File: config.mk
export PLATFORM = sky130hd
export DESIGN_NAME = inst_fetch_unit
export DESIGN_NICKNAME = d
export VERILOG_FILES = /design/src/rtl/inst_fetch_unit.sv
export SDC_FILE = /design/constraint.sdc
export NUM_CORES = 1
export LEC_CHECK = 0
export CORE_MARGIN = 4
export CORE_UTILIZATION = 43
export CTS_BUF_LIST = sky130_fd_sc_hd__clkbuf_16
export CTS_CLUSTER_DIAMETER = 120
export DETAILED_ROUTE_END_ITERATION = 7
export PLACE_DENSITY = 0.91
export SETUP_SLACK_MARGIN = 0.02
export SYNTH_ARGS = -nofsm -noshare
export SYNTH_HDL_FRONTEND = slang
export SYNTH_SLANG_ARGS = --single-unit
File: constraint.sdc
create_clock -name clk -period 2.3 [get_ports clk]
set_clock_uncertainty 0.1 [all_clocks]
set_input_delay 0.575 -clock clk [delete_from_list [all_inputs] [get_ports clk]]
set_output_delay 0.575 -clock clk [all_outputs]
set_load 0.01 [all_outputs]
File: src/rtl/inst_fetch_unit.sv
// Instruction fetch stage: PC -> four byte reads -> 32-bit little-endian word for ID.
// Optional direct-mapped i-cache enabled by defining ICACHE_EN.
module inst_fetch_unit #(
    parameter int ADDR_LEN     = 32,
    parameter int ICACHE_IDX_W = 6
) (
    input  logic                clk,
    input  logic                rst,
    input  logic                rdy,
    input  logic [ADDR_LEN-1:0] pc_i,
    input  logic                pc_valid_i,
    input  logic                flush_i,
    output logic                mem_req_o,
    output logic [ADDR_LEN-1:0] mem_addr_o,
    input  logic                mem_gnt_i,
    input  logic [7:0]          mem_byte_i,
    output logic                inst_valid_o,
    output logic [31:0]         inst_o,
    output logic [ADDR_LEN-1:0] inst_pc_o,
    input  logic                id_stall_i,
    output logic                pc_plus4_ready_o
);

    typedef enum logic [1:0] {
        IDLE  = 2'd0,
        FETCH = 2'd1,
        HOLD  = 2'd2
    } state_t;

    state_t              state;
    logic [ADDR_LEN-3:0] base_hi;
    logic [ADDR_LEN-3:0] pc_hi;
    logic [1:0]          k;
    logic [1:0]          pend_k;
    logic                pend;
    logic                take;
    logic                hit;
    logic [31:0]         hit_data;
    logic [1:0]          unused_pc_lo;
    logic [31:0]         unused_idx_w;

    assign pc_hi        = pc_i[ADDR_LEN-1:2];
    assign unused_pc_lo = pc_i[1:0];
    assign unused_idx_w = ICACHE_IDX_W;

    // A new fetch is not started in the pulse cycle, so the PC register
    // has a cycle to present the advanced PC.
    assign take = rst && rdy && (state == IDLE) && pc_valid_i
               && !flush_i && !pc_plus4_ready_o;

    assign mem_req_o  = rst && ((state == FETCH) || (take && !hit));
    assign mem_addr_o = !mem_req_o       ? '0 :
                        (state == FETCH) ? {base_hi, k} :
                                           {pc_hi, 2'b00};

`ifdef ICACHE_EN
    localparam int ENTRIES = 1 << ICACHE_IDX_W;
    localparam int TAG_W   = ADDR_LEN - ICACHE_IDX_W - 2;

    logic [ENTRIES-1:0]      c_valid;
    logic [TAG_W-1:0]        c_tag  [ENTRIES];
    logic [31:0]             c_data [ENTRIES];
    logic [ICACHE_IDX_W-1:0] r_idx;
    logic [ICACHE_IDX_W-1:0] f_idx;
    logic                    fill;

    assign r_idx    = pc_hi[ICACHE_IDX_W-1:0];
    assign f_idx    = base_hi[ICACHE_IDX_W-1:0];
    assign hit      = c_valid[r_idx]
                   && (c_tag[r_idx] == pc_hi[ADDR_LEN-3:ICACHE_IDX_W]);
    assign hit_data = c_data[r_idx];
    assign fill     = rdy && (state == HOLD) && pend
                   && (pend_k == 2'd3) && !flush_i;

    always_ff @(posedge clk or negedge rst) begin
        if (!rst) begin
            c_valid <= '0;
        end else if (fill) begin
            c_valid[f_idx] <= 1'b1;
        end
    end

    always_ff @(posedge clk) begin
        if (fill) begin
            c_tag[f_idx]  <= base_hi[ADDR_LEN-3:ICACHE_IDX_W];
            c_data[f_idx] <= {mem_byte_i, inst_o[23:0]};
        end
    end
`else
    assign hit      = 1'b0;
    assign hit_data = '0;
`endif

    always_ff @(posedge clk or negedge rst) begin
        if (!rst) begin
            state            <= IDLE;
            base_hi          <= '0;
            k                <= '0;
            pend_k           <= '0;
            pend             <= 1'b0;
            inst_valid_o     <= 1'b0;
            inst_o           <= '0;
            inst_pc_o        <= '0;
            pc_plus4_ready_o <= 1'b0;
        end else if (rdy) begin
            pc_plus4_ready_o <= 1'b0;
            pend             <= 1'b0;
            if (pend && !flush_i) begin
                inst_o[{pend_k, 3'b000} +: 8] <= mem_byte_i;
            end
            if (flush_i) begin
                state        <= IDLE;
                inst_valid_o <= 1'b0;
            end else begin
                unique case (state)
                    IDLE: begin
                        if (take) begin
                            base_hi   <= pc_hi;
                            inst_pc_o <= {pc_hi, 2'b00};
                            if (hit) begin
                                inst_o       <= hit_data;
                                inst_valid_o <= 1'b1;
                                state        <= HOLD;
                            end else begin
                                state  <= FETCH;
                                pend   <= mem_gnt_i;
                                pend_k <= 2'd0;
                                k      <= mem_gnt_i ? 2'd1 : 2'd0;
                            end
                        end
                    end
                    FETCH: begin
                        if (mem_gnt_i) begin
                            pend   <= 1'b1;
                            pend_k <= k;
                            k      <= k + 2'd1;
                            if (k == 2'd3) begin
                                state <= HOLD;
                            end
                        end
                    end
                    HOLD: begin
                        if (pend && (pend_k == 2'd3)) begin
                            inst_valid_o <= 1'b1;
                        end else if (inst_valid_o && !id_stall_i) begin
                            inst_valid_o     <= 1'b0;
                            pc_plus4_ready_o <= 1'b1;
                            state            <= IDLE;
                        end
                    end
                    default: state <= IDLE;
                endcase
            end
        end
    end

endmodule

# Word level (Yosys, flattened, before mapping)

Index checks and enable logic that the tools add are counted.

Add/subtract/negate cells: 2
$mul: 0
Divide/modulo/power cells: 0
$lt $le $gt $ge: 0
Equal/unequal tests: 11
Shifts and indexed selects: 2
Muxes and demuxes: 29
Bitwise gates (word level): 1
Reduce and logical (&&, ||, !) cells: 22

Operators with widths:

| operator                                              | number |
|---|---|
| two-way mux 32 bit                                    | 2 |
| bitwise mux 32 bit                                    | 1 |
| variable shift 8 x 7 -> 32 bit (first input constant) | 1 |
| variable part select 8 x 7 -> 32 bit                  | 1 |
| two-way mux 2 bit                                     | 10 |
| two-way mux 1 bit                                     | 12 |
| != test 3 bit (second input constant)                 | 4 |
| logical AND 1 bit                                     | 9 |
| case mux 2 bit (2 select lines)                       | 2 |
| negator 5 -> 7 bit                                    | 1 |
| equality test 2 bit (second input constant)           | 3 |
| case mux 2 bit (3 select lines)                       | 1 |
| AND reduction 6 bit                                   | 1 |
| AND reduction 5 bit                                   | 1 |
| != test 2 bit (second input constant)                 | 2 |
| AND reduction 4 bit                                   | 1 |
| nonzero test 2 bit                                    | 2 |
| zero test 1 bit                                       | 3 |
| != test 3 x 2 -> 1 bit (second input constant)        | 1 |
| AND reduction 3 bit                                   | 1 |
| nonzero test 3 bit                                    | 1 |
| adder 2 x 1 -> 2 bit (second input constant)          | 1 |
| equality test 2 x 1 -> 1 bit (second input constant)  | 1 |
| zero test 2 bit                                       | 1 |
| other kinds (4)                                       | 4 |

Bits in registers: 71
Bits in latches: 0
RAM bits: 0
ROM bits: 0
Bits of input ports: 47
Output and inout bits: 99
Word-level logic and storage cells: 75
Memories: 0

# Logic depth before layout (Yosys ltp)

Depth after elaboration: 8
Gate-level depth with buffers: 6
Mapped depth without buffers: 5

# Worst setup path after synthesis

OpenSTA, ideal clock, no wires.

Kind: input port to output port
Start point: input port rdy
End point: output port mem_addr_o[22]
Arrival: 1.476 ns
Data required time: 1.625 ns
Setup slack: 0.149 ns
Stages: 6
Path buffers: 2
Path through: buf_4 nand2b_1 o21ai_0 nand3_1 clkbuf_1 a21oi_1

Longest elaborated chain between the ends: 8

Ends and longest elaborated chain:

| element                         | RTL line | source |
|---|---|---|
| start: declaration              | 9        | `input logic rdy,` |
| logical AND 1 bit (3 in series) | 48       | `assign take = rst && rdy && (state == IDLE) && pc_valid_i` |
| logical AND 1 bit (2 in series) | 49       | `&& !flush_i && !pc_plus4_ready_o;` |
| logical OR 1 bit                | 51       | `assign mem_req_o = rst && ((state == FETCH) \|\| (take && !hit));` |
| logical AND 1 bit               | 51       |  |
| two-way mux 32 bit              | 52       | `assign mem_addr_o = !mem_req_o ? '0 :` |
| end: declaration                | 14       | `output logic [ADDR_LEN-1:0] mem_addr_o,` |

Every way passes these cells.

# Final worst setup path

Start point: register state[0]
End point: output port mem_addr_o[2]

Longest elaborated chain between the ends: 8
Elaborated cells on any way between the ends: 10
Those cells by class: eq/ne: 1; mux: 2; reduce/logical: 7

Ends and longest elaborated chain:

| element                         | RTL line | source |
|---|---|---|
| start: declaration              | 30       | `state_t state;` |
| start signal: assignment        | 96       | `state <= IDLE;` |
| start signal: assignment        | 112      | `state <= IDLE;` |
| start signal: assignment        | 123      | `state <= HOLD;` |
| zero test 2 bit                 | 48       |  |
| logical AND 1 bit (2 in series) | 48       |  |
| logical AND 1 bit (2 in series) | 49       |  |
| logical OR 1 bit                | 51       |  |
| logical AND 1 bit               | 51       |  |
| two-way mux 32 bit (*)          | 52       |  |

Every way passes the cells marked *; elsewhere a longest branch is shown, timed or not.

==> run summary <==
The flow ran to the end, but the final reports show violations. The checks that failed: negative setup slack. Post-placement cell area: 5120 um^2. The number of antenna violations at the first check in global routing came out at 0. The required time at the endpoint of the critical path was 1.62 ns; the count of boundary I/O pins was 146. For this run, the detailed router's first-pass iteration total came to 4.

The number of different library cells used by synthesis comes to 36. After synthesis, the mean cell area works out to 9.96 um^2. The cell taking the most area after synthesis was sky130_fd_sc_hd__dfrtp_1. The library cell used most frequently in the layout, excluding fill and tap cells, is sky130_fd_sc_hd__clkdlybuf4s50_1.

Summed over all layers, the global routing overflow is 0. The total standard cell area after synthesis came out at 3410 um^2. The floorplan has 32 rows.

In this run, CTS created clock tree buffers numbering 9. For this run, the top clock speed supported by timing is 0.414 GHz. The register bit total from synthesis was 71; the width of the die was 97.0 um.

Setup violations remaining at the end of the flow were counted as 30. The signal on the critical path passes through buf_4, nand2b_1, clkbuf_16, nand2_1, a21oi_2, buf_2. The clock-pin slew of the registers on the worst-case setup and hold paths works out to 0.05 ns.

The setup path with the least slack is of type flop to output pin. Area fraction in and, or, nand and nor cells after synthesis: 0.177. After filler insertion, the fill cell instance count of the layout stands at 513.

The layer flagged by global routing as most heavily used is met2. Port buffering added 141 buffers. The end-of-flow core utilization was 0.722.

The cell sitting at the root of the clock tree is a sky130_fd_sc_hd__clkbuf_16. The highest ir drop seen on vdd is 0.479 mV, and the count of hold buffers inserted by post-cts repair is 0. The XOR/XNOR share of the synthesized area is 0. The number of design-rule violations left by the first detailed-router iteration was 160. Maximum cell stage delay along the critical path: 0.42 ns. Worst min-delay path category: input port to asynchronous set/reset pin. The floorplan die area is 9410 um^2, and the number of vias per cell after detailed routing is 5.35.

The floorplan step defined a core boundary enclosing 7730 um^2. The clock tree synthesis step divided the H-tree into 3 levels. After detailed routing, the number of remaining DRC violations is 0. Clock sink count: 71. Setup repair after global routing could not meet its margin everywhere. The final critical-path share of the clock period is 1.05. Half-perimeter wire length after placement: 7400 um.

Sorting the synthesized cells by area gives the leading types as sky130_fd_sc_hd__dfrtp_1 (52%), sky130_fd_sc_hd__nand2_1 (11%), sky130_fd_sc_hd__mux2_2 (9.6%). In the final routed layout, each cell accounts on average for 18.3 um. Once layout is complete, the cells apart from fillers number 621.

The number of global-route vias before repair came out at 3495. The smallest setup slack after layout was -0.115 ns. In this run the power density over the cells is 879 nW/um^2. The final critical-path required period was 2.42 ns. The final route contains 3325 vias. The initial core utilization is 0.441. The logs give 0.33 ns for the worst-skew pair later-pin latency and 0 for the final max-slew violation count.

The post-route standard cell area excluding fillers was 5580 um^2. The fraction of the yosys area taken by sequential cells was 0.521. The fraction of final layout cells sized beyond drive strength 1 was 0.297; the global routing usage summed across all routing layers was 0.233. TritonCTS built the clock tree. The count of endpoints failing hold in the final timing report was 0; the yosys synthesis warning count was 0.

The tools report the number of maximum-capacitance constraint violations as 0. For this design, the slowest cell found on the critical path is sky130_fd_sc_hd__dfrtp_1. The analysis attributes to cell leakage a power of 2.54 nW. The top cell types in the final layout, fill and taps aside, are sky130_fd_sc_hd__clkdlybuf4s50_1 (104), sky130_fd_sc_hd__nand2_1 (98), sky130_fd_sc_hd__dfrtp_1 (71). After synthesis, the largest family of logic cells by area is simple AND/OR/NAND/NOR gates.

The number of cells after detailed placement was 591; the wire length of the first global-routing pass was 17700 um. The weighted congestion at the end of routability-driven global placement came out at 0.915. The final layout contains routed wiring with a total length of 11300 um. Counting every instance in the synthesized netlist gives 342. Data arrives at the worst endpoint at 1.74 ns. The top cell type's share of synthesized area is 0.521, and the number of antenna cells inserted is 0. The run gives 567 as the net count of the finished layout. The met1 track demand over resource is 0.281, and the multiplexer share of the synthesized area is 0.0992. The count of nets left with antenna violations once routing finished came out at 0. The worst setup path is launched from a flop. The maximum number of pins on one net before global-route repair came out at 41.

For the pin with the worst max-slew slack, the measured transition is 0.505 ns. The maximum fanout count along the critical path was 15; the area fraction in compound gates after synthesis was 0.142. The die height is 97.0 um, and the worst slew margin relative to its limit is 0.662. The met2 usage is 0.407, and the clock tree buffer depth is 2. The area growth from synthesis to layout came out at 63.7%.

The met3 capacity usage during global routing was 0.0339. The adder-cell area share of the yosys netlist came out at 0.0220. The worst setup path is captured at an output pin.
## per-layer routing
metal  vias to the layer above  part of all wire
met5                         -                 0
met4                         0             0.031
met3                        29             0.042
met2                       125              0.52
met1                      1651              0.40
li1                       1520                 -
## sequential cells by signal, summed over array words and instances, names as in the netlist
register	flops
base_hi	30
inst_o	32
inst_valid_o	1
k	2
pc_plus4_ready_o	1
pend	1
pend_k	2
state	2
## Yosys cell counts
master                      n
sky130_fd_sc_hd__nor2_1     8
sky130_fd_sc_hd__mux2_2    29
sky130_fd_sc_hd__conb_1     1
sky130_fd_sc_hd__nor3b_2    2
sky130_fd_sc_hd__nand2_1   98
sky130_fd_sc_hd__ha_1       6
sky130_fd_sc_hd__a211o_1    1
sky130_fd_sc_hd__a41oi_1    1
sky130_fd_sc_hd__a22o_1    18
sky130_fd_sc_hd__and3b_1    1
sky130_fd_sc_hd__o32ai_1    1
sky130_fd_sc_hd__nor4_4     1
sky130_fd_sc_hd__nor4_1     1
sky130_fd_sc_hd__nor3b_4    1
sky130_fd_sc_hd__nand3b_1   1
sky130_fd_sc_hd__inv_1      8
sky130_fd_sc_hd__o21a_1     1
sky130_fd_sc_hd__nand2b_1   3
sky130_fd_sc_hd__o21ai_0   20
sky130_fd_sc_hd__buf_4      3
sky130_fd_sc_hd__a21o_1     1
sky130_fd_sc_hd__dfrtp_1   71
sky130_fd_sc_hd__o22ai_1    3
sky130_fd_sc_hd__mux2_1     1
sky130_fd_sc_hd__and3_1     3
sky130_fd_sc_hd__nor4b_4    1
sky130_fd_sc_hd__a21oi_1   33
sky130_fd_sc_hd__buf_6      1
sky130_fd_sc_hd__buf_2      5
sky130_fd_sc_hd__nand2_2    1
sky130_fd_sc_hd__nor3b_1    1
sky130_fd_sc_hd__nand3_1    3
sky130_fd_sc_hd__clkbuf_1  10
sky130_fd_sc_hd__nand2_4    1
sky130_fd_sc_hd__nor4b_1    1
sky130_fd_sc_hd__nand4b_1   1
## kinds of logic after synthesis
logic type               after synthesis
other                                  1
adder cells (fa/ha/maj)                6
AO/OA/AOI/OAI                         79
flip-flops                            71
multiplexers                          30
buffers and inverters                 27
AND/OR/NAND/NOR                      128
## report_power, final
part | total [W] | internal [W] | switching (W)
sequential | 0.00176 | 0.00153 | 0.000224
clock | 0.00123 | 0.000717 | 0.000512
combinational | 0.00192 | 0.00106 | 0.000856
## worst max-delay path: cells and delay by family (launching register included)
family | cells | cell delay [ns]
compound gates | 1 | 0.13
simple gates | 2 | 0.33
flops | 1 | 0.42
buf+inv | 3 | 0.53
## metrics by stage
step	setup TNS, ns	total power (W)	hold slack [ns]	setup slack [ns]
floorplan	0	0.00245	0.179	0.149
global placement	-21.38	0.00339	0.361	-0.718
detailed placement	-24.80	0.00346	0.377	-0.836
CTS	-2.26	0.00484	0.212	-0.0968
global route	-4.91	0.00514	0.236	-0.182
finish	-2.83	0.00490	0.215	-0.115
## worst paths after layout
path                                 from          endpoint  slack, ns  cells after the start
worst max-delay path             state[0]     mem_addr_o[2]      -0.12                      6
worst min-delay path                  rst  pc_plus4_ready_o       0.21                      3
worst max register to register  pend_k[0]        inst_o[13]       0.17                      5
worst min register to register  inst_o[4]         inst_o[4]       0.38                      2
max in group asynchronous             rst         pend_k[0]       1.18                      4
min in group clk                inst_o[4]         inst_o[4]       0.38                      2
## repair_timing
| action | in CTS | in global routing |
|---|---|---|
| gates cloned | 3 | 2 |
| setup buffers | 7 | 2 |
| setup endpoints to repair | 33 | 33 |
| pin swaps | 4 | 3 |
| resized for setup | 170 | 10 |
## layout make-up
type / count / area (um^2) / area share
clock buffers: 9 / 225 / 0.0404
clock inverters: 7 / 40.0 / 0.00718
inverters: 8 / 30.0 / 0.00538
multi-input cells: 245 / 1640 / 0.295
flip-flops and latches: 71 / 1780 / 0.319
well taps: 102 / 128 / 0.0229
repair buffers: 179 / 1730 / 0.311
No activity file was read; power rests on OpenSTA's default activity.
